**config.mk**
```make
export PLATFORM = sky130hd
export DESIGN_NAME = wb_stage_flat
export DESIGN_NICKNAME = d
export VERILOG_FILES = /design/src/rtl/riscv_pkg.sv /design/src/rtl/wb_stage_if.sv /design/src/rtl/regfile_2r1w.sv /design/src/rtl/wb_stage.sv /design/src/flat_wrapper.sv
export SDC_FILE = /design/constraint.sdc
export NUM_CORES = 2
export LEC_CHECK = 0
export CAP_MARGIN = 20
export CORE_UTILIZATION = 45
export CTS_BUF_LIST = sky130_fd_sc_hd__clkbuf_4 sky130_fd_sc_hd__clkbuf_8
export CTS_CLUSTER_SIZE = 14
export DETAILED_ROUTE_END_ITERATION = 7
export GPL_TIMING_DRIVEN = 1
export PLACE_DENSITY_LB_ADDON = 0.15
export SETUP_SLACK_MARGIN = 0.2
export SKIP_LAST_GASP = 1
export SYNTH_ARGS = -nofsm -noshare
export SYNTH_HDL_FRONTEND = slang
export SYNTH_HIERARCHICAL = 1
export SYNTH_SLANG_ARGS = --single-unit
```
**constraint.sdc**
```tcl
create_clock -name clk -period 4.35 [get_ports clk]
set_input_delay 1.305 -clock clk [delete_from_list [all_inputs] [get_ports clk]]
set_output_delay 1.305 -clock clk [all_outputs]
set_load 0.01 [all_outputs]
```
**src/rtl/riscv_pkg.sv**
```systemverilog
// Shared pipeline definitions: data width, register-address width/type and
// the hard-wired zero register index. Imported by every pipeline stage.
package riscv_pkg;

    localparam int unsigned XLEN       = 32;
    localparam int unsigned NREGS      = 32;
    localparam int unsigned REG_ADDR_W = 5;

    typedef logic [REG_ADDR_W-1:0] reg_addr_t;

    localparam reg_addr_t X0 = '0;

endpackage

```
**src/rtl/wb_stage_if.sv**
```systemverilog
// Memory-stage buffer to writeback-stage bundle.
//   i_mem_buf_inst_valid : buffer holds a real instruction (not a bubble)
//   i_mem_buf_rd_number  : destination register
//   i_mem_buf_result     : final result (ALU or load data)
//   i_mem_buf_we         : instruction writes rd (low for stores/branches)
// master = memory stage (drives), slave = writeback stage (receives).
interface wb_stage_if #(
    parameter int unsigned XLEN = riscv_pkg::XLEN
);
    import riscv_pkg::*;

    logic            i_mem_buf_inst_valid;
    reg_addr_t       i_mem_buf_rd_number;
    logic [XLEN-1:0] i_mem_buf_result;
    logic            i_mem_buf_we;

    modport master (
        output i_mem_buf_inst_valid,
        output i_mem_buf_rd_number,
        output i_mem_buf_result,
        output i_mem_buf_we
    );

    modport slave (
        input i_mem_buf_inst_valid,
        input i_mem_buf_rd_number,
        input i_mem_buf_result,
        input i_mem_buf_we
    );

endinterface

```
**src/rtl/regfile_2r1w.sv**
```systemverilog
// Architectural register file: one synchronous write port, two asynchronous
// read ports. Address 0 always reads zero; a read hitting the address being
// written this cycle returns the write data (write-through bypass).
//   clk, reset_n   : clock, async active-low reset (clears all entries)
//   we/wr_addr/wr_data       : write port, committed at posedge
//   rd_addr_a/rd_data_a      : read port A
//   rd_addr_b/rd_data_b      : read port B
module regfile_2r1w
    import riscv_pkg::*;
#(
    parameter int unsigned XLEN  = riscv_pkg::XLEN,
    parameter int unsigned NREGS = riscv_pkg::NREGS
) (
    input  logic            clk,
    input  logic            reset_n,
    input  logic            we,
    input  reg_addr_t       wr_addr,
    input  logic [XLEN-1:0] wr_data,
    input  reg_addr_t       rd_addr_a,
    output logic [XLEN-1:0] rd_data_a,
    input  reg_addr_t       rd_addr_b,
    output logic [XLEN-1:0] rd_data_b
);

    logic [XLEN-1:0] regs [NREGS];

    // Entry 0 is reset and never written; reads of it are masked below.
    always_ff @(posedge clk or negedge reset_n) begin
        if (!reset_n) begin
            regs <= '{default: '0};
        end else if (we && (wr_addr != X0)) begin
            regs[wr_addr] <= wr_data;
        end
    end

    always_comb begin
        rd_data_a = regs[rd_addr_a];
        if (rd_addr_a == X0) begin
            rd_data_a = '0;
        end else if (we && (rd_addr_a == wr_addr)) begin
            rd_data_a = wr_data;
        end
    end

    always_comb begin
        rd_data_b = regs[rd_addr_b];
        if (rd_addr_b == X0) begin
            rd_data_b = '0;
        end else if (we && (rd_addr_b == wr_addr)) begin
            rd_data_b = wr_data;
        end
    end

endmodule

```
**src/rtl/wb_stage.sv**
```systemverilog
// Writeback stage: captures the retiring instruction from the memory buffer
// every cycle (never stalls), commits it to the register file on the next
// edge, exposes it as a forwarding source and counts retired instructions.
//   clk, reset_n            : clock, async active-low reset
//   mem_buf                 : memory-stage buffer (wb_stage_if.slave)
//   i_rs1_number/o_a_val    : read port A
//   i_rs2_number/o_b_val    : read port B
//   o_wb_rd_number/o_wb_result/o_wb_valid : forwarding source
//   o_retired               : retired-instruction count (wraps silently)
module wb_stage
    import riscv_pkg::*;
#(
    parameter int unsigned XLEN  = riscv_pkg::XLEN,
    parameter int unsigned NREGS = riscv_pkg::NREGS
) (
    input  logic            clk,
    input  logic            reset_n,
    wb_stage_if.slave       mem_buf,
    input  reg_addr_t       i_rs1_number,
    input  reg_addr_t       i_rs2_number,
    output logic [XLEN-1:0] o_a_val,
    output logic [XLEN-1:0] o_b_val,
    output reg_addr_t       o_wb_rd_number,
    output logic [XLEN-1:0] o_wb_result,
    output logic            o_wb_valid,
    output logic [31:0]     o_retired
);

    logic            wb_we_q;
    logic            wb_inst_valid_q;
    reg_addr_t       wb_rd;
    logic [XLEN-1:0] wb_result;
    logic [31:0]     retired_q;

    always_ff @(posedge clk or negedge reset_n) begin
        if (!reset_n) begin
            wb_we_q         <= 1'b0;
            wb_inst_valid_q <= 1'b0;
            wb_rd           <= '0;
            wb_result       <= '0;
            retired_q       <= '0;
        end else begin
            wb_inst_valid_q <= mem_buf.i_mem_buf_inst_valid;
            // Writes to x0 are dropped here so they neither commit nor forward.
            wb_we_q         <= mem_buf.i_mem_buf_inst_valid & mem_buf.i_mem_buf_we
                               & (mem_buf.i_mem_buf_rd_number != X0);
            wb_rd           <= mem_buf.i_mem_buf_rd_number;
            wb_result       <= mem_buf.i_mem_buf_result;
            // Every real instruction retires, including stores and rd=x0.
            if (wb_inst_valid_q) begin
                retired_q <= retired_q + 32'd1;
            end
        end
    end

    regfile_2r1w #(
        .XLEN  (XLEN),
        .NREGS (NREGS)
    ) u_regfile (
        .clk       (clk),
        .reset_n   (reset_n),
        .we        (wb_we_q),
        .wr_addr   (wb_rd),
        .wr_data   (wb_result),
        .rd_addr_a (i_rs1_number),
        .rd_data_a (o_a_val),
        .rd_addr_b (i_rs2_number),
        .rd_data_b (o_b_val)
    );

    assign o_wb_valid     = wb_we_q;
    assign o_wb_rd_number = wb_rd;
    assign o_wb_result    = wb_result;
    assign o_retired      = retired_q;

endmodule

```
**src/flat_wrapper.sv**
```systemverilog
// flat-port wrapper written by rule: the top's interface ports become plain ports
module wb_stage_flat import riscv_pkg::*;
#(
    parameter int unsigned XLEN  = riscv_pkg::XLEN,
    parameter int unsigned NREGS = riscv_pkg::NREGS
)
  (clk, reset_n, i_rs1_number, i_rs2_number, o_a_val, o_b_val, o_wb_rd_number, o_wb_result, o_wb_valid, o_retired, mem_buf_i_mem_buf_inst_valid, mem_buf_i_mem_buf_rd_number, mem_buf_i_mem_buf_result, mem_buf_i_mem_buf_we);
  wb_stage_if #(.XLEN(XLEN)) mem_buf_i ();
  input  logic clk;
  input  logic reset_n;
  input  reg_addr_t i_rs1_number;
  input  reg_addr_t i_rs2_number;
  output logic [XLEN-1:0] o_a_val;
  output logic [XLEN-1:0] o_b_val;
  output reg_addr_t o_wb_rd_number;
  output logic [XLEN-1:0] o_wb_result;
  output logic o_wb_valid;
  output logic [31:0] o_retired;
  input wire logic [$bits(mem_buf_i.i_mem_buf_inst_valid)-1:0] mem_buf_i_mem_buf_inst_valid;
  input wire logic [$bits(mem_buf_i.i_mem_buf_rd_number)-1:0] mem_buf_i_mem_buf_rd_number;
  input wire logic [$bits(mem_buf_i.i_mem_buf_result)-1:0] mem_buf_i_mem_buf_result;
  input wire logic [$bits(mem_buf_i.i_mem_buf_we)-1:0] mem_buf_i_mem_buf_we;
  assign mem_buf_i.i_mem_buf_inst_valid = mem_buf_i_mem_buf_inst_valid;
  assign mem_buf_i.i_mem_buf_rd_number = mem_buf_i_mem_buf_rd_number;
  assign mem_buf_i.i_mem_buf_result = mem_buf_i_mem_buf_result;
  assign mem_buf_i.i_mem_buf_we = mem_buf_i_mem_buf_we;
  wb_stage #(.XLEN(XLEN), .NREGS(NREGS)) u_core (.clk(clk), .reset_n(reset_n), .mem_buf(mem_buf_i), .i_rs1_number(i_rs1_number), .i_rs2_number(i_rs2_number), .o_a_val(o_a_val), .o_b_val(o_b_val), .o_wb_rd_number(o_wb_rd_number), .o_wb_result(o_wb_result), .o_wb_valid(o_wb_valid), .o_retired(o_retired));
endmodule
```
==> impl_metrics.toml <==
[status]
run_status = "finished, violations left"
violations = "setup timing"

[logic_synthesis]
avgSynthCellArea_sq_um = 14.4
ys_warn_count = 6
ys_seq_elements = 1095
netlist_area_sq_um = 57900
async_reset_ff_share_pct = 100
synthFlopType = "dfrtp_1"
synth-edff-count = 0
synth.distinct_cells = 67
ys_seq_area_share_pct = 47.3
synth_nets = 4083
synth_cells = 4031

[clock_tree]
clockBufferDepth = 3
clockRootBuffer = "clkbuf_8"
htree_num_levels = 4
cts_tree = "yes"
cts_hold_buf = 0
cts_made_buffers = 191
cts.sink_count = 1095
clk_pin_slew_ps = 60
insertion_delay_ps = 950

[setup_path]
cp-end-kind = "primary output"
required_ps = 3040
crit_path_start = "i_rs2_number[0]"
crit_family = "buffers and inverters"
r2r_end = "u_core/u_regfile/regs[625]"
path_class = "in -> out"
slowest_delay_ps = 480
worstPathBufferInverterCount = 6
slowest_stage = "mux4_2"
r2r_slack_ps = 1040
rr_worst_depth = 5
path_cells = "buf_16 -> buf_12 -> buf_12 -> buf_12 -> buf_6 -> mux4_2 -> mux2i_1 -> a2111oi_2 -> a221o_1 -> buf_2"
cp_num_cells = 10
crit_fanout = 7
arrival_ps = 3440
crit-reg2reg-launch = "u_core/o_wb_valid"
crit_end = "o_b_val[28]"
cp-start-kind = "primary input"
crit_path_frequent_cell = "buf_12"

[global_route]
first_global_vias = 41909
antenna_found_initial = 5
grt.total_usage_pct = 33.9
grt-ovfl-total = 0
grt_max_degree = 101
grt_pass1_wl_mm = 315

[sta]
tightestPinTransition_ps = 1240
clock_skew_ps = 49.7
drv_slew = 0
rsz0062_at_grt = "true"
setup_ws_ps = -397
setup_viol = 64
final_hold_viol_count = 0
post-route-period-util_pct = 109
maxSlewHeadroom_pct = 17.5
fmax_mhz = 211
fin_setup_tns_ps = -16630
period_needed_ps = 4750

[power_and_ir_drop]
switching_share_pct = 28.1
p_switching_mw = 8.01
power_frac_seq_pct = 43.7
power_density_nw_per_um2 = 384
clkPwrFrac_pct = 36.2
peakVddDrop_v = 0.000344
p_leak_nw = 33.4
internal_power_mw = 20.5
combPwrFrac_pct = 20.0

[placement]
gp_congestion = 0.867
placed_area_sq_um = 64200
dp_hpwl_mm = 130
io_buffers = 184

[finish]
drive_above_1_share_pct = 59.2
layout_common_cells = "dfrtp_1, mux2_2, buf_4"
area_growth_pct = 28.0
fin_util_pct = 58.1
layout.nets = 4717
fin_area_sq_um = 74200
final_common_cell = "dfrtp_1"

[floorplanning]
dieWidth_um = 361
start_util_pct = 45.4
core_region_area_sq_um = 128000
die_y_um = 361
num_rows = 131
io_pins = 185
dieArea_sq_um = 130000

[run]
cap_viol_max_count = 0

[route]
antenna_left = 0
drt_iter0_drc = 4833
wl_per_cell_um = 34.2
vias_per_cell = 6.52
drc = 0
drt_pass1_iterations = 5
routed_wl_mm = 221
num_vias = 42232

[hold_path]
hold_class = "in -> async"
-- flip-flops by register name, indices dropped and copies added (netlist names) --
signal and cells:
u_core/wb_inst_valid_q 1, u_core/o_wb_valid 1, u_core/u_regfile/regs 1024, u_core/o_retired 32, u_core/o_wb_rd_number 5, u_core/o_wb_result 32
-- cell families (layout without fill, tap and decap cells) --
group           count (synthesis)  count (layout)  synth area share, %
mux                          1679            1679                 39.7
flops                        1095            1095                 47.3
compound gates                472             472                 5.65
buf+inv                       444            1222                 3.90
simple gates                  299             300                 2.80
xor+xnor                       41              41                0.620
fa+ha+maj                       1               1               0.0216
other cells                     0               1                    0
-- worst min path at each step --
| stage | from | endpoint | slack [ps] | cells past startpoint |
|---|---|---|---|---|
| global route | reset_n | u_core/o_retired[2] | 310 | 1 |
| global placement | u_core/u_regfile/regs[1022] | u_core/u_regfile/regs[1022] | 380 | 0 |
| CTS | reset_n | u_core/o_retired[11] | 270 | 1 |
| detailed placement | u_core/u_regfile/regs[1011] | u_core/u_regfile/regs[1011] | 380 | 0 |
| finish | reset_n | u_core/o_retired[11] | 320 | 1 |
| floorplan | u_core/u_regfile/regs[1002] | u_core/u_regfile/regs[1002] | 440 | 1 |
-- layer usage --
layer / global-route usage [%] / share of wire (%)
met1: 48.8 / 43
met5: 0 / 0.0086
met4: 13.0 / 4.0
met2: 49.2 / 44
met3: 8.61 / 9.7
-- metrics by stage --
step                      setup slack [ps]  std cells  hold slack, ps  power, mW
final                                 -397       6473             319       28.5
after global routing                  -426       6473             307       29.5
after CTS                             -386       6382             265       28.3
after detailed placement             -1140       5878             383       17.5
after global placement               -1150       5878             377       17.4
after floorplan                        165       4031             441       15.5
-- worst reg2reg max path: cells and delay by family, from the launching register on --
family,cells,cell delay [ps]
flip-flops,1,610
multiplexers,1,410
buffers and inverters,2,770
AND/OR/NAND/NOR,2,1380
-- cell usage after synthesis, drive strengths merged (7+ instances only) --
cell	n	area, sq um
mux4	392	8830
and3	9	61.3
a31oi	28	175
a2111oi	16	159
clkbuf	235	882
nor3	18	100
nor2b	50	313
o221ai	9	78.8
xnor2	32	280
mux2	1033	11600
nand3	34	170
xor2	9	78.8
dfrtp	1095	27400
a22o	8	70.1
o22ai	45	282
a221oi	31	272
nor3b	7	57.6
a21oi	81	405
nor2	56	220
buf	203	1350
a211oi	55	418
nand4	20	138
o211ai	9	67.6
nand2	59	221
a221o	17	170
mux2i	254	2540
a22oi	67	503
a211o	8	70.1
o21ai	75	375
nand2b	10	62.6
or3	7	43.8
-- what timing repair did --
| action | in CTS | in global routing |
|---|---|---|
| pin swaps | 114 | 117 |
| gates resized for setup | 732 | 251 |
| setup endpoints to repair | 64 | 64 |
| buffers inserted | 136 | 84 |
| gates cloned | 30 | 6 |
-- final cells by class --
cell class / count / area, sq um
sequential: 1095 / 27400
timing repair buffer: 878 / 10200
clock inverter: 36 / 302
clock buffer: 302 / 3840
multi-input combinational: 2493 / 30300
inverter: 6 / 23.8
antenna: 1 / 2.50
tap: 1662 / 2080
fill: 10114 / 53500
-- power groups by stage --
| stage | Combinational (mW) | Sequential (mW) | Clock [mW] |
|---|---|---|---|
| detailed placement | 4.91 | 12.6 | 0 |
| finish | 5.70 | 12.5 | 10.3 |
| floorplan | 3.24 | 12.2 | 0 |
| global route | 6.00 | 12.6 | 10.9 |
| CTS | 5.39 | 12.4 | 10.5 |
| global placement | 4.84 | 12.5 | 0 |
Power figures use the tool's default switching activity.
